### src/rtl/conv_seq_pkg.sv
// Shared state encoding and default geometry for the convolution sequencer.
package conv_seq_pkg;

  typedef enum logic [1:0] {LOAD, COMPUTE, OUTPUT} conv_state_t;

  localparam int XSIZE_D = 8;
  localparam int FSIZE_D = 4;

  // Samples produced from one loaded x/f pair.
  function automatic int num_outputs(input int xsize, input int fsize);
    return xsize - fsize + 1;
  endfunction

endpackage

### src/rtl/conv_seq_ctrl_load_ptr.sv
// Write pointer for one input vector memory; accepts SIZE words, then stalls.
// Latency: wr_en is combinational from s_valid; s_ready is registered.
// Backpressure: s_ready drops on the edge taking the last word and returns only when cleared into LOAD.
module load_ptr #(
  parameter int SIZE    = 8,
  parameter int LOGSIZE = 3
) (
  input  logic               clk,
  input  logic               reset,
  input  logic               s_valid,
  input  logic               load_next,
  input  logic               hold,
  input  logic               clear,
  output logic               s_ready,
  output logic               wr_en,
  output logic [LOGSIZE-1:0] wr_addr,
  output logic               full_next
);

  localparam logic [LOGSIZE:0] LAST = (LOGSIZE+1)'(SIZE);

  logic [LOGSIZE:0] wp;
  logic [LOGSIZE:0] wp_next;

  assign wr_en   = s_valid & s_ready;
  assign wr_addr = wp[LOGSIZE-1:0];

  always_comb begin
    wp_next = wp;
    if (clear) begin
      wp_next = '0;
    end else if (wr_en) begin
      wp_next = wp + (LOGSIZE+1)'(1);
    end
  end

  // Looking at the next pointer lets the FSM leave LOAD on the same edge as the last write.
  assign full_next = (wp_next == LAST);

  always_ff @(posedge clk or posedge reset) begin
    if (reset) begin
      wp      <= '0;
      s_ready <= 1'b0;
    end else begin
      wp      <= wp_next;
      s_ready <= load_next & ~hold & ~full_next;
    end
  end

endmodule

### src/rtl/conv_seq_ctrl.sv
// One FSM owning x/f loading, tap-by-tap MAC control and sample handoff.
// Latency: FSIZE+1 cycles from COMPUTE entry to m_valid_y; FSIZE+2 cycles per sample with m_ready_y high.
// Backpressure: OUTPUT holds the accumulator until m_ready_y; inputs accepted only in LOAD.
// Build option CONV_SEQ_FREUSE_EN: keep the first f vector and reload only x on later batches.
module conv_seq_ctrl
  import conv_seq_pkg::*;
#(
  parameter int XSIZE = XSIZE_D,
  parameter int FSIZE = FSIZE_D,
  parameter int LOGX  = $clog2(XSIZE),
  parameter int LOGF  = $clog2(FSIZE)
) (
  input  logic            clk,
  input  logic            reset,
  input  logic            s_valid_x,
  output logic            s_ready_x,
  input  logic            s_valid_f,
  output logic            s_ready_f,
  output logic            wr_en_x,
  output logic            wr_en_f,
  output logic [LOGX-1:0] addr_x,
  output logic [LOGF-1:0] addr_f,
  output logic            clr_acc,
  output logic            en_acc,
  output logic            m_valid_y,
  input  logic            m_ready_y,
  output logic            busy
);

  localparam logic [LOGF:0] K_LAST = (LOGF+1)'(FSIZE);
  localparam logic [LOGX:0] J_LAST = (LOGX+1)'(XSIZE - FSIZE);

  conv_state_t     state;
  conv_state_t     state_next;
  logic [LOGX:0]   j;
  logic [LOGF:0]   k;
  logic            last_j;
  logic            batch_done;
  logic            load_next;
  logic            x_full_next;
  logic            f_full_next;
  logic            f_done;
  logic            f_hold;
  logic [LOGX-1:0] x_wr_addr;
  logic [LOGF-1:0] f_wr_addr;

  assign last_j     = (j == J_LAST);
  assign batch_done = (state == OUTPUT) & m_ready_y & last_j;
  assign load_next  = (state_next == LOAD);

`ifdef CONV_SEQ_FREUSE_EN
  logic f_loaded;

  always_ff @(posedge clk or posedge reset) begin
    if (reset) begin
      f_loaded <= 1'b0;
    end else if (f_full_next) begin
      f_loaded <= 1'b1;
    end
  end

  assign f_hold = f_loaded;
  assign f_done = f_full_next | f_loaded;
`else
  assign f_hold = 1'b0;
  assign f_done = f_full_next;
`endif

  load_ptr #(
    .SIZE    (XSIZE),
    .LOGSIZE (LOGX)
  ) u_ptr_x (
    .clk       (clk),
    .reset     (reset),
    .s_valid   (s_valid_x),
    .load_next (load_next),
    .hold      (1'b0),
    .clear     (batch_done),
    .s_ready   (s_ready_x),
    .wr_en     (wr_en_x),
    .wr_addr   (x_wr_addr),
    .full_next (x_full_next)
  );

  load_ptr #(
    .SIZE    (FSIZE),
    .LOGSIZE (LOGF)
  ) u_ptr_f (
    .clk       (clk),
    .reset     (reset),
    .s_valid   (s_valid_f),
    .load_next (load_next),
    .hold      (f_hold),
    .clear     (batch_done),
    .s_ready   (s_ready_f),
    .wr_en     (wr_en_f),
    .wr_addr   (f_wr_addr),
    .full_next (f_full_next)
  );

  always_ff @(posedge clk or posedge reset) begin
    if (reset) begin
      state <= LOAD;
    end else begin
      state <= state_next;
    end
  end

  always_comb begin
    state_next = state;
    unique case (state)
      LOAD:    if (x_full_next && f_done) state_next = COMPUTE;
      COMPUTE: if (k == K_LAST) state_next = OUTPUT;
      OUTPUT:  if (m_ready_y) state_next = last_j ? LOAD : COMPUTE;
      default: state_next = LOAD;
    endcase
  end

  always_ff @(posedge clk or posedge reset) begin
    if (reset) begin
      j <= '0;
      k <= '0;
    end else begin
      unique case (state)
        COMPUTE: k <= (k == K_LAST) ? '0 : k + (LOGF+1)'(1);
        OUTPUT: begin
          if (m_ready_y) begin
            k <= '0;
            j <= last_j ? '0 : j + (LOGX+1)'(1);
          end
        end
        default: begin
          j <= '0;
          k <= '0;
        end
      endcase
    end
  end

  // Reads lead the accumulate by one cycle, so the final COMPUTE cycle only adds.
  always_comb begin
    addr_x    = '0;
    addr_f    = '0;
    clr_acc   = 1'b0;
    en_acc    = 1'b0;
    m_valid_y = 1'b0;
    busy      = 1'b1;
    unique case (state)
      LOAD: begin
        addr_x = x_wr_addr;
        addr_f = f_wr_addr;
        busy   = 1'b0;
      end
      COMPUTE: begin
        if (k != K_LAST) begin
          addr_x = LOGX'(j) + LOGX'(k);
          addr_f = LOGF'(k);
        end
        clr_acc = (k == '0);
        en_acc  = (k != '0);
      end
      OUTPUT: begin
        m_valid_y = 1'b1;
      end
      default: begin
        busy = 1'b0;
      end
    endcase
  end

endmodule

### config.mk
export PLATFORM = sky130hd
export DESIGN_NAME = conv_seq_ctrl
export DESIGN_NICKNAME = d
export VERILOG_FILES = /design/src/rtl/conv_seq_pkg.sv /design/src/rtl/conv_seq_ctrl_load_ptr.sv /design/src/rtl/conv_seq_ctrl.sv
export SDC_FILE = /design/constraint.sdc
export NUM_CORES = 1
export LEC_CHECK = 0
export ABC_AREA = 1
export BUFFER_PORTS_ARGS = -buffer_cell sky130_fd_sc_hd__buf_2
export CAP_MARGIN = 30
export CORE_MARGIN = 2
export CORE_UTILIZATION = 25
export CTS_CLUSTER_SIZE = 10
export DETAILED_ROUTE_END_ITERATION = 8
export PLACE_DENSITY_LB_ADDON = 0.15
export SLEW_MARGIN = 30
export SYNTH_ARGS = -nofsm -noshare
export SYNTH_HDL_FRONTEND = slang
export SYNTH_SLANG_ARGS = --single-unit
### constraint.sdc
create_clock -name clk -period 1.8 [get_ports clk]
set_input_delay 0 -clock clk [delete_from_list [all_inputs] [get_ports clk]]
set_output_delay 0 -clock clk [all_outputs]
set_load 0.03 [all_outputs]
== Yosys cells after proc, flatten, opt, wreduce, memory -nomap -nowiden ==
Index checks and enable logic that the tools add are counted.

* Mux-type cells: 23
* Add/subtract/negate cells: 5
* Reductions and logical operators: 7
* Bitwise logic cells: 9
* Equality and inequality tests: 8

{| class="wikitable"
|+ Operator list
! cell !! number
|-
| $mux 4 || 4
|-
| $mux 3 || 5
|-
| $pmux 3 s2 || 2
|-
| $add 4x1->4 const B || 2
|-
| $mux 2 || 4
|-
| $pmux 4 s2 || 1
|-
| $add 3x1->3 const B || 2
|-
| $and 1x1->1 || 6
|-
| $eq 3x3->1 const B || 2
|-
| $pmux 2 s3 || 1
|-
| $mux 1 || 5
|-
| $eq 4x3->1 const B || 1
|-
| $eq 4x4->1 const B || 1
|-
| $logic_not 2->1 || 2
|-
| $pmux 2 s2 || 1
|-
| $add 3x3->3 || 1
|-
| $logic_not 3->1 || 1
|-
| $ne 3x3->1 const B || 1
|-
| $not 1->1 || 3
|-
| $reduce_bool 3->1 || 1
|-
| $eq 2x1->1 const B || 1
|-
| $eq 2x2->1 const B || 1
|-
| $ne 2x2->1 const B || 1
|-
| $reduce_and 2->1 || 1
|-
| other kinds (2) || 2
|}

* Word-level logic and storage cells: 59
* Output and inout bits: 13
* Register bits: 18
* Input bits: 5

== Logic depth before layout (Yosys ltp) ==
Gate-level depths: netlist (run 1).

* Depth in word-level cells: 10
* Depth in mapped cells: 14

== By module ==
From an unflattened synthesis (run 1), not the netlist that was laid out.

* Cells, all modules: 171
* Area total of the unflattened synthesis: 1,301.2 µm²

{| class="wikitable"
|+ Modules (own cells, without submodules)
! module !! instances !! cells each !! sequential area each (µm²) !! area each (µm²)
|-
| conv_seq_ctrl || 1 || 95 || 225.2 || 737.0
|-
| load_ptr (u_ptr_x) || 1 || 43 || 125.1 || 319.1
|-
| load_ptr (u_ptr_f) || 1 || 33 || 100.1 || 245.2
|}

== Least setup slack after synthesis (run 1) ==
OpenSTA, ideal clock, no wires.

* Kind: register to register
* From: register state[0]
* To: register u_ptr_x.s_ready
* Cell stages (with the launch flop): 14
* Required time: 1.680 ns
* Arrival time: 1.766 ns
* Path slack: -0.086 ns
* Clock period less this slack: 1.886 ns
* Buffers on the path: 0
* Setup time: 0.120 ns
* Cells stage by stage: dfrtp_1 > inv_1 > ha_1 > nand2_1 > inv_1 > nand2_2 > nand2_1 > nand3_1 > nor2_1 > nand3_1 > nand2_1 > nand2_2 > nand2_2 > nor2_1

* Word-level cells in the longest chain between the ends: 10
* Elaborated cells between the ends (all ways): 17
* Classes of those cells: 4 x eq/ne; 6 x mux; 4 x bitwise; 3 x reduce/logical

{| class="wikitable"
|+ Ends and longest elaborated chain
! item !! line !! RTL
|-
| start: declaration || conv_seq_ctrl.sv:33 || <nowiki>conv_state_t state;</nowiki>
|-
| start signal: assignment || conv_seq_ctrl.sv:105 || <nowiki>state <= state_next;</nowiki>
|-
| $eq 2x2->1 || conv_seq_ctrl.sv:48, conv_seq_ctrl.sv:111 ||
|-
| $and 1x1->1 (2 in series) || conv_seq_ctrl.sv:48 || <nowiki>assign batch_done = (state == OUTPUT) & m_ready_y & last_j;</nowiki>
|-
| $mux 4 / $mux 3 (equally long branches) || conv_seq_ctrl_load_ptr.sv:30 || <nowiki>if (clear) begin</nowiki>
|-
| $eq 4x4->1 / $eq 3x3->1 (equally long branches) || conv_seq_ctrl_load_ptr.sv:38 || <nowiki>assign full_next = (wp_next == LAST);</nowiki>
|-
| $logic_and 1x1->1 || conv_seq_ctrl.sv:112 || <nowiki>LOAD: if (x_full_next && f_done) state_next = COMPUTE;</nowiki>
|-
| $mux 2 || conv_seq_ctrl.sv:112 ||
|-
| $pmux 2 s3 || conv_seq_ctrl.sv:111 || <nowiki>unique case (state)</nowiki>
|-
| $logic_not 2->1 || conv_seq_ctrl.sv:49 || <nowiki>assign load_next = (state_next == LOAD);</nowiki>
|-
| $and 1x1->1 (*) || conv_seq_ctrl_load_ptr.sv:46 || <nowiki>s_ready <= load_next & ~hold & ~full_next;</nowiki>
|-
| end signal: assignment || conv_seq_ctrl_load_ptr.sv:46 ||
|-
| end: declaration || conv_seq_ctrl_load_ptr.sv:14 || <nowiki>output logic s_ready,</nowiki>
|}

Every way passes the cells marked *; elsewhere a longest branch is shown, timed or not.
A chain may end at the register's enable or synchronous reset.

== Worst setup path after layout (run 1) ==
* From: register k[0]
* To: output port addr_x[2]

* Word-level cells in the longest chain between the ends: 3
* Elaborated cells between the ends (all ways): 4
* Classes of those cells: 1 x add/sub; 1 x eq/ne; 2 x mux

{| class="wikitable"
|+ Ends and longest elaborated chain
! item !! line !! RTL
|-
| start: declaration || conv_seq_ctrl.sv:36 || <nowiki>logic [LOGF:0] k;</nowiki>
|-
| start signal: assignment || conv_seq_ctrl.sv:125 || <nowiki>COMPUTE: k <= (k == K_LAST) ? '0 : k + (LOGF+1)'(1);</nowiki>
|-
| $add 3x3->3 / $ne 3x3->1 (equally long branches) || conv_seq_ctrl.sv:156, conv_seq_ctrl.sv:155 ||
|-
| $mux 3 (*) || conv_seq_ctrl.sv:155 || <nowiki>if (k != K_LAST) begin</nowiki>
|-
| $pmux 3 s2 (*) || conv_seq_ctrl.sv:148 || <nowiki>unique case (state)</nowiki>
|-
| end: declaration || conv_seq_ctrl.sv:21 || <nowiki>output logic [LOGX-1:0] addr_x,</nowiki>
|}

Marks and branches as above.

==> flow_summary.yaml, run 1 <==
die:
  area_of_the_die_um2: 5430
  num_io_pins: 18
  placementRows: 25
  die_width_um: 73.7
  initial_utilization_pct: 25.9
  core_area_um2: 4690
  die_height_um: 73.7
setup_path:
  worst_path_max_delay_cell: "dfrtp_1"
  sort_of_element_at_the_start_of_the_critical_path: "register"
  worstPathRequired_ps: 1800
  crit_path_cell_trace: "ha_2, fa_2, xnor2_2, xor2_1, o22ai_1, buf_4"
  worst_path_largest_cell_delay_ps: 420
  timing.rr.start: "j[0]"
  critPathMaxFanout: 2
  path_class: "reg2out"
  worst_ep_arrival_time_ps: 1850
  startpoint: "k[0]"
  timing.critical_path.to_type: "output port"
timing:
  hold_viol: 0
  timing.max_slew.rel_slack_pct: 52.7
  final-setup-viol-count: 1
  final_min_period_over_clock_period_pct: 103
  timing_worst_slew_pin_value_ps: 708
  finalClockSkew_ps: 4.74
  min_period_ps: 1850
  maxClockFrequency_mhz: 541
  setup_slack_ps: -49.1
  rsz0062_at_grt: "yes"
  total_neg_setup_slack_ps: -49.1
  fin_hold_ws_ps: 79.2
  report.final.slew_viol_count: 0
synth:
  synthesis.instances: 160
  synth_sequential_area_ratio_pct: 37.1
  synth.ff_latch_count: 18
  synthSimpleGateAreaFrac_pct: 28.9
  main_combinational_cell_family_by_area_after_synthesis: "simple AND/OR/NAND/NOR gates"
  synthesized_area_fraction_occupied_by_adder_cells_pct: 13.0
  ys_types: 20
  synth_area_um2: 1210
  synth-compound-area-share_pct: 7.94
  mux_cell_area_share_after_synthesis_pct: 0
  synthesis.area_per_instance_um2: 7.59
  synthXorXnorAreaFrac_pct: 2.89
  yosysWarningCount: 0
  syn_nets: 177
detailed_routing:
  first_pass_detailed_route_iteration_total: 4
  post_drt_via_cell_ratio: 4.51
  drt_drc_violations_left: 0
  drt-wirelength-per-cell_um: 12.3
  number_of_vias_in_the_routed_layout: 1141
  ant_nets: 0
  drt_iter0_markers: 33
  wirelength_mm: 3.11
finish:
  design.final.nets: 218
  finish.instance_area_um2: 1670
  area_delta_synth_final_pct: 37.2
  antenna-diode-count: 0
  drive_above_1_share_pct: 33.2
global_route:
  largest_net_degree_at_the_start_of_global_routing: 19
  gr-max-usage-layer: "met2"
  first_global_vias: 1087
  antenna_found_initial: 0
  global_route_wire_length_before_repair_mm: 5.07
  globalRoute.totalOverflow: 0
  use_met3_pct: 1.51
  grt_use_total_pct: 12.3
  grt_use_met2_pct: 19.9
  groute.layer.met1.usage_pct: 16.6
outcome:
  status: "complete, but fails checks"
  violations_in_the_final_reports: "negative setup slack"
clocking:
  max-clock-path-buffers: 2
  clk-insertion-delay-late_ps: 250
  tritoncts_buffer_count: 3
  tritoncts: "built"
  numClockSinks: 18
  cts.reportedPaths.clkPinSlew_ps: 70
  clock_tree.root_cell: "clkbuf_8"
  cts.htree.levels: 1
power_and_ir_drop:
  power.ir.vdd_worst_mv: 0.330
  power.density_nw_per_um2: 1250
  p_leak_uw: 0.000876
placed_design:
  place_congestion: 0.832
  placed_cell_area_um2: 1440
  io_buffers: 17
  pre_cts_slack_ps: 30.3
  half_perimeter_wire_length_after_detailed_placement_mm: 2.43
min_path:
  timing.hold.worst.class: "in2reg"
  min-delay-start: "s_valid_f"
run:
  drv.max_cap_violation_count: 0
final cells by class:
type / count / area, µm²
sequential: 18 / 450
tap: 54 / 67.6
inverter: 33 / 126
clock buffer: 3 / 41.3
multi-input combinational: 109 / 741
fill: 477 / 3030
timing repair buffer: 36 / 239
metrics by stage:
step	std cells	util, %	total power, µW
finish	253	35.5	2080
floorplan	160	-	1340
global route	253	35.5	2260
global placement	241	30.8	1660
CTS	250	33.6	2020
detailed placement	241	30.8	1670
worst max-delay path: cells and delay by family, from the launching register on:
kind	cells	cell delay, ps
flops	1	420
fa+ha+maj	2	540
buf+inv	1	190
xor+xnor	2	290
compound gates	1	140
registers in the layout, indices dropped and copies added (netlist names):
| name | flops |
|---|---|
| j | 4 |
| u_ptr_x.wp | 4 |
| k | 3 |
| u_ptr_f.wp | 3 |
| state | 2 |
| u_ptr_f.s_ready | 1 |
| u_ptr_x.s_ready | 1 |
where the power goes:
| group | internal, µW | switching (µW) | total [µW] |
|---|---|---|---|
| Combinational | 438 | 759 | 1200 |
| Sequential | 513 | 87.7 | 600 |
| Clock | 149 | 135 | 284 |
| Total | 1100 | 982 | 2080 |
synthesized netlist by cell type, drive strengths merged:
cell    instances  share of area, %
a21oi           5               2.1
o21bai          1              0.62
ha             11                11
nor2           17               7.1
nand3          19               7.8
xor2            3               2.2
a32o            1              0.82
o21ai           7               2.9
o22ai           3               1.5
fa              1               1.6
dfrtp          18                37
nand4           2               1.0
nand2          37                12
xnor2           1              0.72
inv            33                10
nor3            1              0.41
routing by layer:
metal | share of wire, % | vias to the layer above
li1 | - | 583
met1 | 46 | 538
met2 | 49 | 16
met3 | 3.0 | 4
met4 | 1.4 | 0
met5 | 0 | -
cells in the final DEF, fill, tap and decap left out:
cell type	netlist	final
a21oi_1	5	4
a21oi_2	0	1
a32o_1	1	1
buf_2	0	15
buf_4	0	19
buf_6	0	1
clkbuf_8	0	3
dfrtp_1	18	18
dlygate4sd3_1	0	1
fa_2	0	1
ha_1	11	7
ha_2	0	2
ha_4	0	2
inv_1	32	30
inv_2	1	2
inv_4	0	1
nand2_1	32	29
nand2_2	5	5
nand2_4	0	3
nand3_1	19	15
nand3_2	0	3
nand3_4	0	1
nand4_1	2	2
nor2_1	12	11
nor2_2	3	3
nor2_4	2	3
nor3_1	1	1
o21ai_0	7	7
o21bai_1	1	1
o22ai_1	3	3
xnor2_2	0	1
xor2_1	3	3
cell families (layout without fill, tap and decap cells):
family	Yosys count	count (layout)
buffers and inverters	33	72
AO/OA/AOI/OAI	17	17
adder cells (fa/ha/maj)	12	12
flip-flops	18	18
XOR/XNOR	4	4
AND/OR/NAND/NOR	76	76
final timing paths:
check	depth (start not counted)	slack [ps]	end
worst max-delay path	6	-50	addr_x[2]
worst min-delay path	4	80	u_ptr_f.wp[0]
worst max register to register	14	60	u_ptr_f.s_ready
worst min register to register	3	600	u_ptr_x.wp[3]
max in group asynchronous	3	960	u_ptr_x.s_ready
min in group asynchronous	3	390	j[1]
what timing repair did:
item / CTS / global route
cloned: 0 / 0
gates resized for setup: 11 / 17
hold buffers: 1 / 0
hold endpoints to repair: 18 / 0
pin swaps: 5 / 11
setup buffers: 5 / 3
setup endpoints to repair: 2 / 9
(Power assumes the default switching activity.)
==> inputs of run 2 (changes only) <==
- SYNTH_HIERARCHICAL: default -> 1
==> run 2 against run 1 <==
- critical path type is now reg2reg
- total power is 2.5% higher
- clock-buffer cell count unchanged
- cell area is 8.1% higher
- the flow still finishes with violations (negative setup slack)
==> flow_summary.yaml, run 2 <==
timing:
  finalClockSkew_ps: 2.51
  fin_hold_ws_ps: 131
  setup_slack_ps: -96.6
  final_min_period_over_clock_period_pct: 105
  maxClockFrequency_mhz: 527
  rsz0062_at_grt: "yes"
  hold_viol: 0
  final-setup-viol-count: 3
  report.final.slew_viol_count: 0
  total_neg_setup_slack_ps: -248
  min_period_ps: 1900
synth:
  synth_area_um2: 1300
  post-synth-top-count-cell: "inv_1"
  ys_types: 28
  area_leader_netlist: "dfrtp_1"
  yosysWarningCount: 6
  synthSimpleGateAreaFrac_pct: 28.5
  ys.flop_type: "dfrtp_1"
  synthXorXnorAreaFrac_pct: 2.02
  synthesis.area_per_instance_um2: 7.61
  synth-compound-area-share_pct: 8.08
  synth_sequential_area_ratio_pct: 34.6
  synth_area_leaders: "dfrtp_1 (35%), ha_1 (11%), inv_1 (10%), nand2_1 (9.8%), nand3_1 (8.1%)"
  synthesis.instances: 171
  synthesized_area_fraction_occupied_by_adder_cells_pct: 12.1
  synth_top_cell_area_share_pct: 34.6
  async_reset_ff_share_pct: 100
  synth-edff-count: 0
  synth.ff_latch_count: 18
  ys_top_cells_by_count: "inv_1 (36), nand2_1 (34), nand3_1 (21), dfrtp_1 (18), ha_1 (11)"
  main_combinational_cell_family_by_area_after_synthesis: "simple AND/OR/NAND/NOR gates"
  mux_cell_area_share_after_synthesis_pct: 0
detailed_routing:
  number_of_vias_in_the_routed_layout: 1127
  post_drt_via_cell_ratio: 3.98
  drt-wirelength-per-cell_um: 10.4
  drt_drc_violations_left: 0
  first_pass_detailed_route_iteration_total: 4
  wirelength_mm: 2.95
  drt_iter0_markers: 43
  ant_nets: 0
die:
  core_area_um2: 5070
  area_of_the_die_um2: 5800
  die_width_um: 76.1
  placementRows: 26
  initial_utilization_pct: 25.6
  die_height_um: 76.1
  num_io_pins: 18
finish:
  antenna-diode-count: 0
  mostFrequentLayoutCells: "inv_1 (31), nand2_1 (30), buf_4 (26)"
  design.final.nets: 232
  n_fill_cell: 565
  layoutNonFillerInstCount: 283
  area_delta_synth_final_pct: 38.4
  finish.instance_area_um2: 1800
  layout_top_registers: "j x4, u_ptr_x/wp x4"
  layout.cells.most_common: "inv_1"
  drive_above_1_share_pct: 40.8
setup_path:
  timing.critical_path.buf_inv: 2
  sort_of_element_at_the_start_of_the_critical_path: "register"
  timing.critical_path.to_type: "register"
  worst_path_max_delay_cell: "dfrtp_1"
  worst_path_largest_cell_delay_ps: 390
  timing.critical_path.max_delay_family: "simple AND/OR/NAND/NOR gates"
  path_class: "reg2reg"
  worst_ep_arrival_time_ps: 2080
  crit_path_cell_trace: "inv_2, ha_4, nand3_4, nor2_4, inv_2, nand3_2, nand2_2, nor2_2, and2_1, nand2_1, nand3_1, nand3_2, o21bai_4, nand2_2, a21oi_2"
  critPathMaxFanout: 4
  worstPathRequired_ps: 1980
power_and_ir_drop:
  p_leak_uw: 0.000992
  power.density_nw_per_um2: 1180
  power.ir.vdd_worst_mv: 0.568
global_route:
  globalRoute.totalOverflow: 0
  largest_net_degree_at_the_start_of_global_routing: 10
  grt_use_total_pct: 11.0
  first_global_vias: 1184
  global_route_wire_length_before_repair_mm: 5.22
  antenna_found_initial: 0
clocking:
  cts.htree.levels: 1
  cts.reportedPaths.clkPinSlew_ps: 70
  clock_tree.root_cell: "clkbuf_8"
  tritoncts: "built"
  max-clock-path-buffers: 2
  numClockSinks: 18
  clk-insertion-delay-late_ps: 250
  tritoncts_buffer_count: 3
placed_design:
  place.detailed.instances: 270
  half_perimeter_wire_length_after_detailed_placement_mm: 2.35
  pre_cts_slack_ps: -157
  placed_cell_area_um2: 1590
  place_congestion: 0.795
  io_buffers: 17
min_path:
  timing.hold.worst.class: "in2reg"
outcome:
  status: "complete, but fails checks"
  violations_in_the_final_reports: "negative setup slack"
run:
  drv.max_cap_violation_count: 0
[run 2: through the flow]
stage | total power [µW] | util (%)
detailed placement | 1680 | 31.4
global route | 2330 | 35.5
CTS | 2070 | 34.5
finish | 2130 | 35.5
global placement | 1690 | 31.4
floorplan | 1390 | -
[run 2: power breakdown]
part	switching, µW	internal [µW]
logic	714	546
clock network	139	149
registers	77.4	509
[run 2: kinds of logic after synthesis]
| kind of cell | after synthesis |
|---|---|
| xor+xnor | 3 |
| buf+inv | 45 |
| simple gates | 76 |
| other cells | 1 |
| flops | 18 |
| fa+ha+maj | 12 |
| compound gates | 16 |
[run 2: timing repair]
item,CTS,global route
setup buffers,8,1
endpoints found under the setup margin,5,9
hold buffers,1,0
hold endpoints to repair,18,0
pin swaps,10,7
resized for setup,12,15
[run 2: worst register-to-register path, cell delays in order, from the launching register on]
cell and delay [ps]:
dfrtp_1 390, inv_2 70, ha_4 140, nand3_4 70, nor2_4 140, inv_2 70
nand3_2 70, nand2_2 60, nor2_2 100, and2_1 150, nand2_1 80, nand3_1 90
nand3_2 100, o21bai_4 140, nand2_2 70, a21oi_2 100
[run 2: area by class of cell]
type                       instances  area [µm²]  share of cell area [%]
sequential                        18         450                    25.0
multi-input combinational        109         771                    42.8
tap                               70        87.6                    4.86
inverter                          40         150                    8.34
timing repair buffer              43         300                    16.7
clock buffer                       3        41.3                    2.29
[run 2: worst paths after layout]
| check | startpoint | end | slack (ps) | cells past startpoint |
|---|---|---|---|---|
| worst min register to register | k[2] | k[2] | 550 | 1 |
| worst max register to register | j[0] | u_ptr_x/s_ready | -100 | 15 |
| worst max-delay path | j[0] | u_ptr_x/s_ready | -100 | 15 |
| worst min-delay path | s_valid_f | u_ptr_f/wp[2] | 130 | 4 |
| max in group asynchronous | reset | j[2] | 1240 | 3 |
| min in group asynchronous | reset | u_ptr_f/s_ready | 200 | 3 |
[run 2: metal layers]
layer / routed length [µm] / GRT usage, % / part of all wire [%]
met5: 0 / 0 / 0
met4: 17 / 3.27 / 0.58
met1: 1450 / 14.1 / 49
met2: 1420 / 18.9 / 48
met3: 66 / 1.66 / 2.2
